$ cat src/rtl/reg_bank_16x16_pkg.sv
// Shared widths and sequencer state type for the PT1 register bank.
// The downstream word mux reuses the same width constants.
package cpu_regbank_pkg;
  localparam int WORD_W   = 16;
  localparam int NUM_REGS = 16;
  localparam int ADDR_W   = $clog2(NUM_REGS);

  typedef enum logic {
    IDLE  = 1'b0,
    CLEAR = 1'b1
  } state_t;
endpackage

$ cat src/rtl/reg_bank_16x16_if.sv
// Write/clear bus of the register bank, including the flattened data output.
interface reg_bank_16x16_if;
  import cpu_regbank_pkg::*;

  logic                       wr_en;
  logic [ADDR_W-1:0]          wr_addr;
  logic [WORD_W-1:0]          wr_data;
  logic                       clr_req;
  logic                       busy;
  logic                       clr_done;
  logic                       wr_reject;
  logic [NUM_REGS-1:0]        dirty;
  logic [NUM_REGS*WORD_W-1:0] data_bus_out;

  modport master (
    output wr_en, wr_addr, wr_data, clr_req,
    input  busy, clr_done, wr_reject, dirty, data_bus_out
  );

  modport slave (
    input  wr_en, wr_addr, wr_data, clr_req,
    output busy, clr_done, wr_reject, dirty, data_bus_out
  );
endinterface

$ cat src/rtl/reg_bank_16x16_clear_seq.sv
// Clear-sweep sequencer: walks ptr over every register once per request.
//   state | meaning
//   IDLE  | no sweep; writes accepted, clr_req starts a sweep
//   CLEAR | zeroing register ptr this cycle, ascending
module reg_clear_seq
  import cpu_regbank_pkg::*;
(
  input  logic              clk,
  input  logic              rst_n,
  input  logic              clr_req,
  output logic              clr_active,
  output logic [ADDR_W-1:0] clr_idx,
  output logic              busy,
  output logic              clr_done
);

  state_t            state, state_nxt;
  logic [ADDR_W-1:0] ptr, ptr_nxt;
  logic              done_nxt;

  always_ff @(posedge clk) begin
    if (!rst_n) begin
      state    <= IDLE;
      ptr      <= '0;
      clr_done <= 1'b0;
    end else begin
      state    <= state_nxt;
      ptr      <= ptr_nxt;
      clr_done <= done_nxt;
    end
  end

  always_comb begin
    state_nxt = state;
    ptr_nxt   = ptr;
    done_nxt  = 1'b0;
    case (state)
      IDLE: begin
        if (clr_req) begin
          state_nxt = CLEAR;
          ptr_nxt   = '0;
        end
      end
      CLEAR: begin
        ptr_nxt = ptr + 1'b1;
        if (ptr == ADDR_W'(NUM_REGS - 1)) begin
          state_nxt = IDLE;
          done_nxt  = 1'b1;
        end
      end
      default: state_nxt = IDLE;
    endcase
  end

  assign clr_active = (state == CLEAR);
  assign busy       = clr_active;
  assign clr_idx    = ptr;

endmodule

$ cat src/rtl/reg_bank_16x16.sv
// Sixteen 16-bit registers with one write port, dirty mask and sweep clear,
// driving the flattened bus of the downstream word mux.
module reg_bank_16x16
  import cpu_regbank_pkg::*;
(
  input  logic             clk,
  input  logic             rst_n,
  reg_bank_16x16_if.slave  bus
);

  logic [WORD_W-1:0]   regs [NUM_REGS];
  logic [NUM_REGS-1:0] dirty_q;
  logic                wr_reject_q;
  logic                clr_active;
  logic [ADDR_W-1:0]   clr_idx;
  logic                busy;
  logic                clr_done;

  reg_clear_seq u_clear_seq (
    .clk        (clk),
    .rst_n      (rst_n),
    .clr_req    (bus.clr_req),
    .clr_active (clr_active),
    .clr_idx    (clr_idx),
    .busy       (busy),
    .clr_done   (clr_done)
  );

  // Sweep and write never collide: writes are only taken while not busy.
  always_ff @(posedge clk) begin
    if (!rst_n) begin
      for (int k = 0; k < NUM_REGS; k++) regs[k] <= '0;
      dirty_q     <= '0;
      wr_reject_q <= 1'b0;
    end else begin
      wr_reject_q <= bus.wr_en & busy;
      if (clr_active) begin
        regs[clr_idx]    <= '0;
        dirty_q[clr_idx] <= 1'b0;
      end else if (bus.wr_en) begin
        regs[bus.wr_addr]    <= bus.wr_data;
        dirty_q[bus.wr_addr] <= 1'b1;
      end
    end
  end

  for (genvar k = 0; k < NUM_REGS; k++) begin : g_bus
    assign bus.data_bus_out[k*WORD_W +: WORD_W] = regs[k];
  end

  assign bus.busy      = busy;
  assign bus.clr_done  = clr_done;
  assign bus.wr_reject = wr_reject_q;
  assign bus.dirty     = dirty_q;

endmodule
$ cat src/flat_wrapper.sv
// flat-port wrapper written by rule: the top's interface ports become plain ports
module reg_bank_16x16_flat import cpu_regbank_pkg::*;
  (clk, rst_n, bus_wr_en, bus_wr_addr, bus_wr_data, bus_clr_req, bus_busy, bus_clr_done, bus_wr_reject, bus_dirty, bus_data_bus_out);
  reg_bank_16x16_if bus_i ();
  input  logic clk;
  input  logic rst_n;
  input wire logic [$bits(bus_i.wr_en)-1:0] bus_wr_en;
  input wire logic [$bits(bus_i.wr_addr)-1:0] bus_wr_addr;
  input wire logic [$bits(bus_i.wr_data)-1:0] bus_wr_data;
  input wire logic [$bits(bus_i.clr_req)-1:0] bus_clr_req;
  output wire logic [$bits(bus_i.busy)-1:0] bus_busy;
  output wire logic [$bits(bus_i.clr_done)-1:0] bus_clr_done;
  output wire logic [$bits(bus_i.wr_reject)-1:0] bus_wr_reject;
  output wire logic [$bits(bus_i.dirty)-1:0] bus_dirty;
  output wire logic [$bits(bus_i.data_bus_out)-1:0] bus_data_bus_out;
  assign bus_i.wr_en = bus_wr_en;
  assign bus_i.wr_addr = bus_wr_addr;
  assign bus_i.wr_data = bus_wr_data;
  assign bus_i.clr_req = bus_clr_req;
  assign bus_busy = bus_i.busy;
  assign bus_clr_done = bus_i.clr_done;
  assign bus_wr_reject = bus_i.wr_reject;
  assign bus_dirty = bus_i.dirty;
  assign bus_data_bus_out = bus_i.data_bus_out;
  reg_bank_16x16 u_core (.clk(clk), .rst_n(rst_n), .bus(bus_i));
endmodule
$ cat config.mk
export PLATFORM = sky130hd
export DESIGN_NAME = reg_bank_16x16_flat
export DESIGN_NICKNAME = d
export VERILOG_FILES = /design/src/rtl/reg_bank_16x16_pkg.sv /design/src/rtl/reg_bank_16x16_if.sv /design/src/rtl/reg_bank_16x16_clear_seq.sv /design/src/rtl/reg_bank_16x16.sv /design/src/flat_wrapper.sv
export SDC_FILE = /design/constraint.sdc
export NUM_CORES = 1
export LEC_CHECK = 0
export CAP_MARGIN = 20
export CORE_MARGIN = 2
export CORE_UTILIZATION = 53
export DETAILED_ROUTE_END_ITERATION = 7
export MAX_ROUTING_LAYER = met4
export PLACE_DENSITY = 0.87
export RECOVER_POWER = 50
export SYNTH_ARGS = -nofsm -noshare
export SYNTH_HDL_FRONTEND = slang
export SYNTH_SLANG_ARGS = --single-unit
$ cat constraint.sdc
create_clock -name clk -period 11 [get_ports clk]
set_clock_uncertainty 0.05 [all_clocks]
set_input_delay 2.75 -clock clk [delete_from_list [all_inputs] [get_ports clk]]
set_output_delay 2.75 -clock clk [all_outputs]
set_load 0.02 [all_outputs]
Word level (Yosys, flattened, before mapping)
Memories as Yosys holds them, arrays and structs flattened. Index checks and enable logic that the tools add are counted.

Register bits: 23. Bits in latches: 0. Bits in writable memories: 256. Memory bits (read-only): 0. Bits of input ports: 24. Output and inout port bits: 275. Memories kept: 1.

Memory list: u_core.regs (depth 16, bits a word 16, read ports 16, clocked after Yosys merged registers in 0, wr ports 16, line reg_bank_16x16.sv:11) `logic [WORD_W-1:0] regs [NUM_REGS];`.

Add/subtract/negate cells: 1. Multiply operators: 0. Div/mod/pow operators: 0. Magnitude comparators: 4. Equality and inequality tests: 2. Shifts and indexed selects: 0. Muxes and demuxes: 26. Bitwise gates (word level): 5. Reductions and logical operators: 6.

Operators by type and width (count): $mux 16 (4); $reduce_or 16->1 (2); $and 16x16->16 (1); $not 16->16 (1); $or 16x16->16 (1); $mux 1 (15); $mux 4 (3); $lt 4x5->1 const B (2); $demux 1 s4 (2); $ge 4x1->1 const B (2); $pmux 4 s2 (1); $add 4x1->4 const B (1); $eq 4x4->1 const B (1); $logic_and 1x1->1 (2); $ne 2x2->1 const B (1); $pmux 1 s2 (1); $reduce_and 2->1 (1); $reduce_bool 2->1 (1); $and 1x1->1 (1); $not 1->1 (1).

Logic depth before layout (Yosys ltp)
Depth in word-level cells: 7. Gate-level depth with buffers: 6.

Hierarchy
Synthesis repeated with hierarchy kept, for this count alone.

Cell total of the unflattened synthesis: 833. Area, all modules: 11308.3 um2.

Modules (own cells, without submodules): reg_bank_16x16 (times used 1, cells an instance 805, area each 11058.1 um2, seq. area each 8027.7 um2); reg_clear_seq (times used 1, cells an instance 28, area each 250.2 um2, seq. area each 120.1 um2).

Worst setup path before layout
Ideal clock, no wire load.

Path type: input to register. Start point: input port bus_wr_en. End point: memory u_core.regs[3][0] (enable). Library setup time: 436 ps. Arrival: 5288 ps. Required time: 10514 ps. Slack: 5227 ps. Stages on the path: 5. Path buffers: 2. Cells stage by stage: nand3b_1 > buf_6 > mux2_4 > buf_2 > o41ai_1.

RTL lines: start, declared (line flat_wrapper.sv:7) `input wire logic [$bits(bus_i.wr_en)-1:0] bus_wr_en;`; end, declared (line reg_bank_16x16.sv:11).

==> impl_metrics.yaml <==
worst_setup_path:
  critPathMaxFanout: 102
  critPathCaptureType: "register"
  critical_path.startpoint_type: "input port"
  cp_data_required_time_ns: 11.22
  critical_path_class: "input port to register"
  reg2reg_from: "u_core.u_clear_seq.busy"
  arrival_ns: 8.35
  crit_path_start: "rst_n"
cells_and_area:
  number_of_nets_at_the_end_of_the_flow: 1141
  fraction_of_layout_instances_using_a_drive_strength_above_1_pct: 8.64
  finalCoreUtilization_pct: 73.5
  num_antenna_cells: 0
  layout-area-overhead-vs-synth_pct: 35.3
  commonest_non_fill_non_tap_cell_in_the_layout: "sky130_fd_sc_hd__dlygate4sd3_1"
  mostFrequentLayoutCells: "sky130_fd_sc_hd__dlygate4sd3_1 (276), sky130_fd_sc_hd__edfxtp_1 (256), sky130_fd_sc_hd__nor3_1 (131)"
route:
  drt-pass1-iter-count: 5
  detail_route.vias_per_cell: 6.28
  post_drt_wl_per_cell_um: 24.7
  final_antenna_violating_net_count: 0
  drt_iter0_markers: 1067
  postRouteWirelength_um: 34800
  via_count: 8845
  drc_errors: 0
yosys:
  sequential_to_total_area_share_from_yosys_stat_pct: 70.9
  synth_cells: 859
  async_reset_ff_share_pct: 0
  mapped_cell_area_sq_um: 11500
  number_of_flops_mapped_to_enable_cells_by_yosys: 256
  synth-main-ff-cell: "sky130_fd_sc_hd__edfxtp_1"
  syn_area_per_cell_sq_um: 13.4
  ys_types: 44
  yosys_register_bits: 279
  syn-num-nets: 887
  synthesis.yosys.warnings: 0
die:
  io_pins: 299
  die-height_um: 151
  floorplan.initialDensity_pct: 54.3
  total_die_area_sq_um: 22900
  design.core.area_sq_um: 21200
  die_w_um: 151
  fp-row-count: 53
place:
  place.detailed.hpwl_um: 22600
  io_buffer_count: 298
  gp_congestion: 0.853
power:
  p_per_area_nw_per_um2: 154
  leakage_power_nw: 5.48
  vdd_drop_max_mv: 0.128
cts:
  cts.repair.resized: 0
  clock_tree.buffer_depth: 3
  cts-buffers-inserted: 27
  tritoncts_clock_tree: "yes"
  clkTransAtPathRegs_ns: 0.06
  cts_htree_levels: 1
  clock_sinks: 279
  clk-insertion-delay-late_ns: 0.53
  post_cts.repair.setup_buffers: 0
  clk_root_buffer_cell: "sky130_fd_sc_hd__clkbuf_16"
  hold_buffers: 0
grt:
  grt_antenna_before_repair: 0
  grt_first_pass_wirelength_um: 50300
  grt_start_max_net_pins: 103
  grt.total_usage_pct: 30.7
  overflow: 0
  vias_in_the_first_global_route: 8309
sta:
  layout_min_cycle_time_ns: 8.12
  period_share_pct: 73.9
  relSlewSlack_pct: -72.4
  rsz_0062_raised_after_global_routing: "false"
  timing.final.hold_violations: 0
  tightestPinTransition_ns: 2.59
  finalSetupViolCount: 0
  final_max_slew_viol_count: 50
  max_freq_ghz: 0.123
  final.setup.tns_ns: 0
job:
  maxCapViolations: 1
outcome:
  outcome: "finished with violations"
  violations: "capacitance limit, slew limit"
hold_path:
  hold_path.class: "register to register"
  worst_hold_startpoint: "u_core.bus.dirty[12]"
==> metal layers <==
| layer | vias up | GRT usage (%) | wire length (um) |
|---|---|---|---|
| met5 | - | - | 0 |
| li1 | 3903 | - | - |
| met2 | 621 | 48.1 | 16700 |
| met4 | 0 | 10.4 | 1180 |
| met1 | 4233 | 39.3 | 12700 |
| met3 | 88 | 7.92 | 4200 |
==> cell usage after synthesis (all sizes together) (2+ instances only) <==
master,number,area share [%]
o41ai,12,0.91
nor2b,6,0.33
a21o,2,0.13
nor4,129,7.0
ha,4,0.44
a41oi,4,0.30
inv,22,0.72
a21oi,12,0.52
and4b,2,0.17
mux2i,5,0.54
clkbuf,53,1.7
edfxtp,256,67
o21ai,13,0.60
mux2,2,0.23
o2111ai,16,1.2
o31ai,4,0.26
nor2,13,0.42
nand2b,2,0.11
nand3b,18,1.2
o221a,5,0.49
nand3,18,0.78
nand4,2,0.11
nor3b,5,0.42
buf,49,2.7
nor3,131,5.7
dfxtp,23,4.0
nand2,43,1.4
==> layout make-up <==
cell class | count | area (sq um)
Inverter | 22 | 82.6
Timing Repair Buffer | 327 | 3180
Clock buffer | 28 | 679
Fill cell | 1327 | 5610
Clock inverter | 22 | 214
Multi-Input combinational cell | 456 | 2900
Tap cell | 275 | 344
Sequential cell | 279 | 8150
==> registers in the layout, indices dropped and copies added, names as in the netlist <==
name and cells:
u_core.regs 256, u_core.bus.dirty 16, u_core.u_clear_seq.clr_idx 4, u_core.bus.wr_reject 1
u_core.u_clear_seq.busy 1, u_core.u_clear_seq.clr_done 1
==> metrics by stage <==
stage	setup slack, ns	hold WS [ns]	power [mW]	instance area [sq um]	std cells
final	2.88	0.435	2.39	15500	1409
after global routing	2.52	0.477	2.45	15500	1409
after floorplan	5.23	0.486	1.36	11500	859
after CTS	4.76	0.441	2.41	15600	1409
after detailed placement	4.28	0.429	1.49	14700	1359
after global placement	4.35	0.420	1.49	14700	1359
==> cells by family after synthesis <==
group	count (synthesis)	share of synthesized area (%)
AO/OA/AOI/OAI	70	4.58
flip-flops	279	70.9
multiplexers	7	0.773
buffers and inverters	124	5.16
adder cells (fa/ha/maj)	4	0.436
AND/OR/NAND/NOR	375	18.1
==> worst paths after layout <==
path,cells after the start,end,slack [ns]
setup / recovery,7,u_core.regs[15][14],2.88
hold / removal,2,u_core.bus.dirty[12],0.44
setup reg to reg,6,u_core.regs[15][14],7.01
hold reg to reg,2,u_core.bus.dirty[12],0.44
==> critical path: stages <==
cell,delay (ns)
sky130_fd_sc_hd__buf_2,0.07
sky130_fd_sc_hd__clkbuf_1,1.81
sky130_fd_sc_hd__nand3b_1,1.11
sky130_fd_sc_hd__mux2i_4,1.07
sky130_fd_sc_hd__buf_4,0.94
sky130_fd_sc_hd__o41ai_2,0.16
sky130_fd_sc_hd__buf_4,0.33
==> report_power, final <==
group | switching [mW] | internal, mW
Sequential | 0.0143 | 1.19
Combinational | 0.171 | 0.0769
Clock | 0.392 | 0.543
No activity file was read; power rests on OpenSTA's default activity.
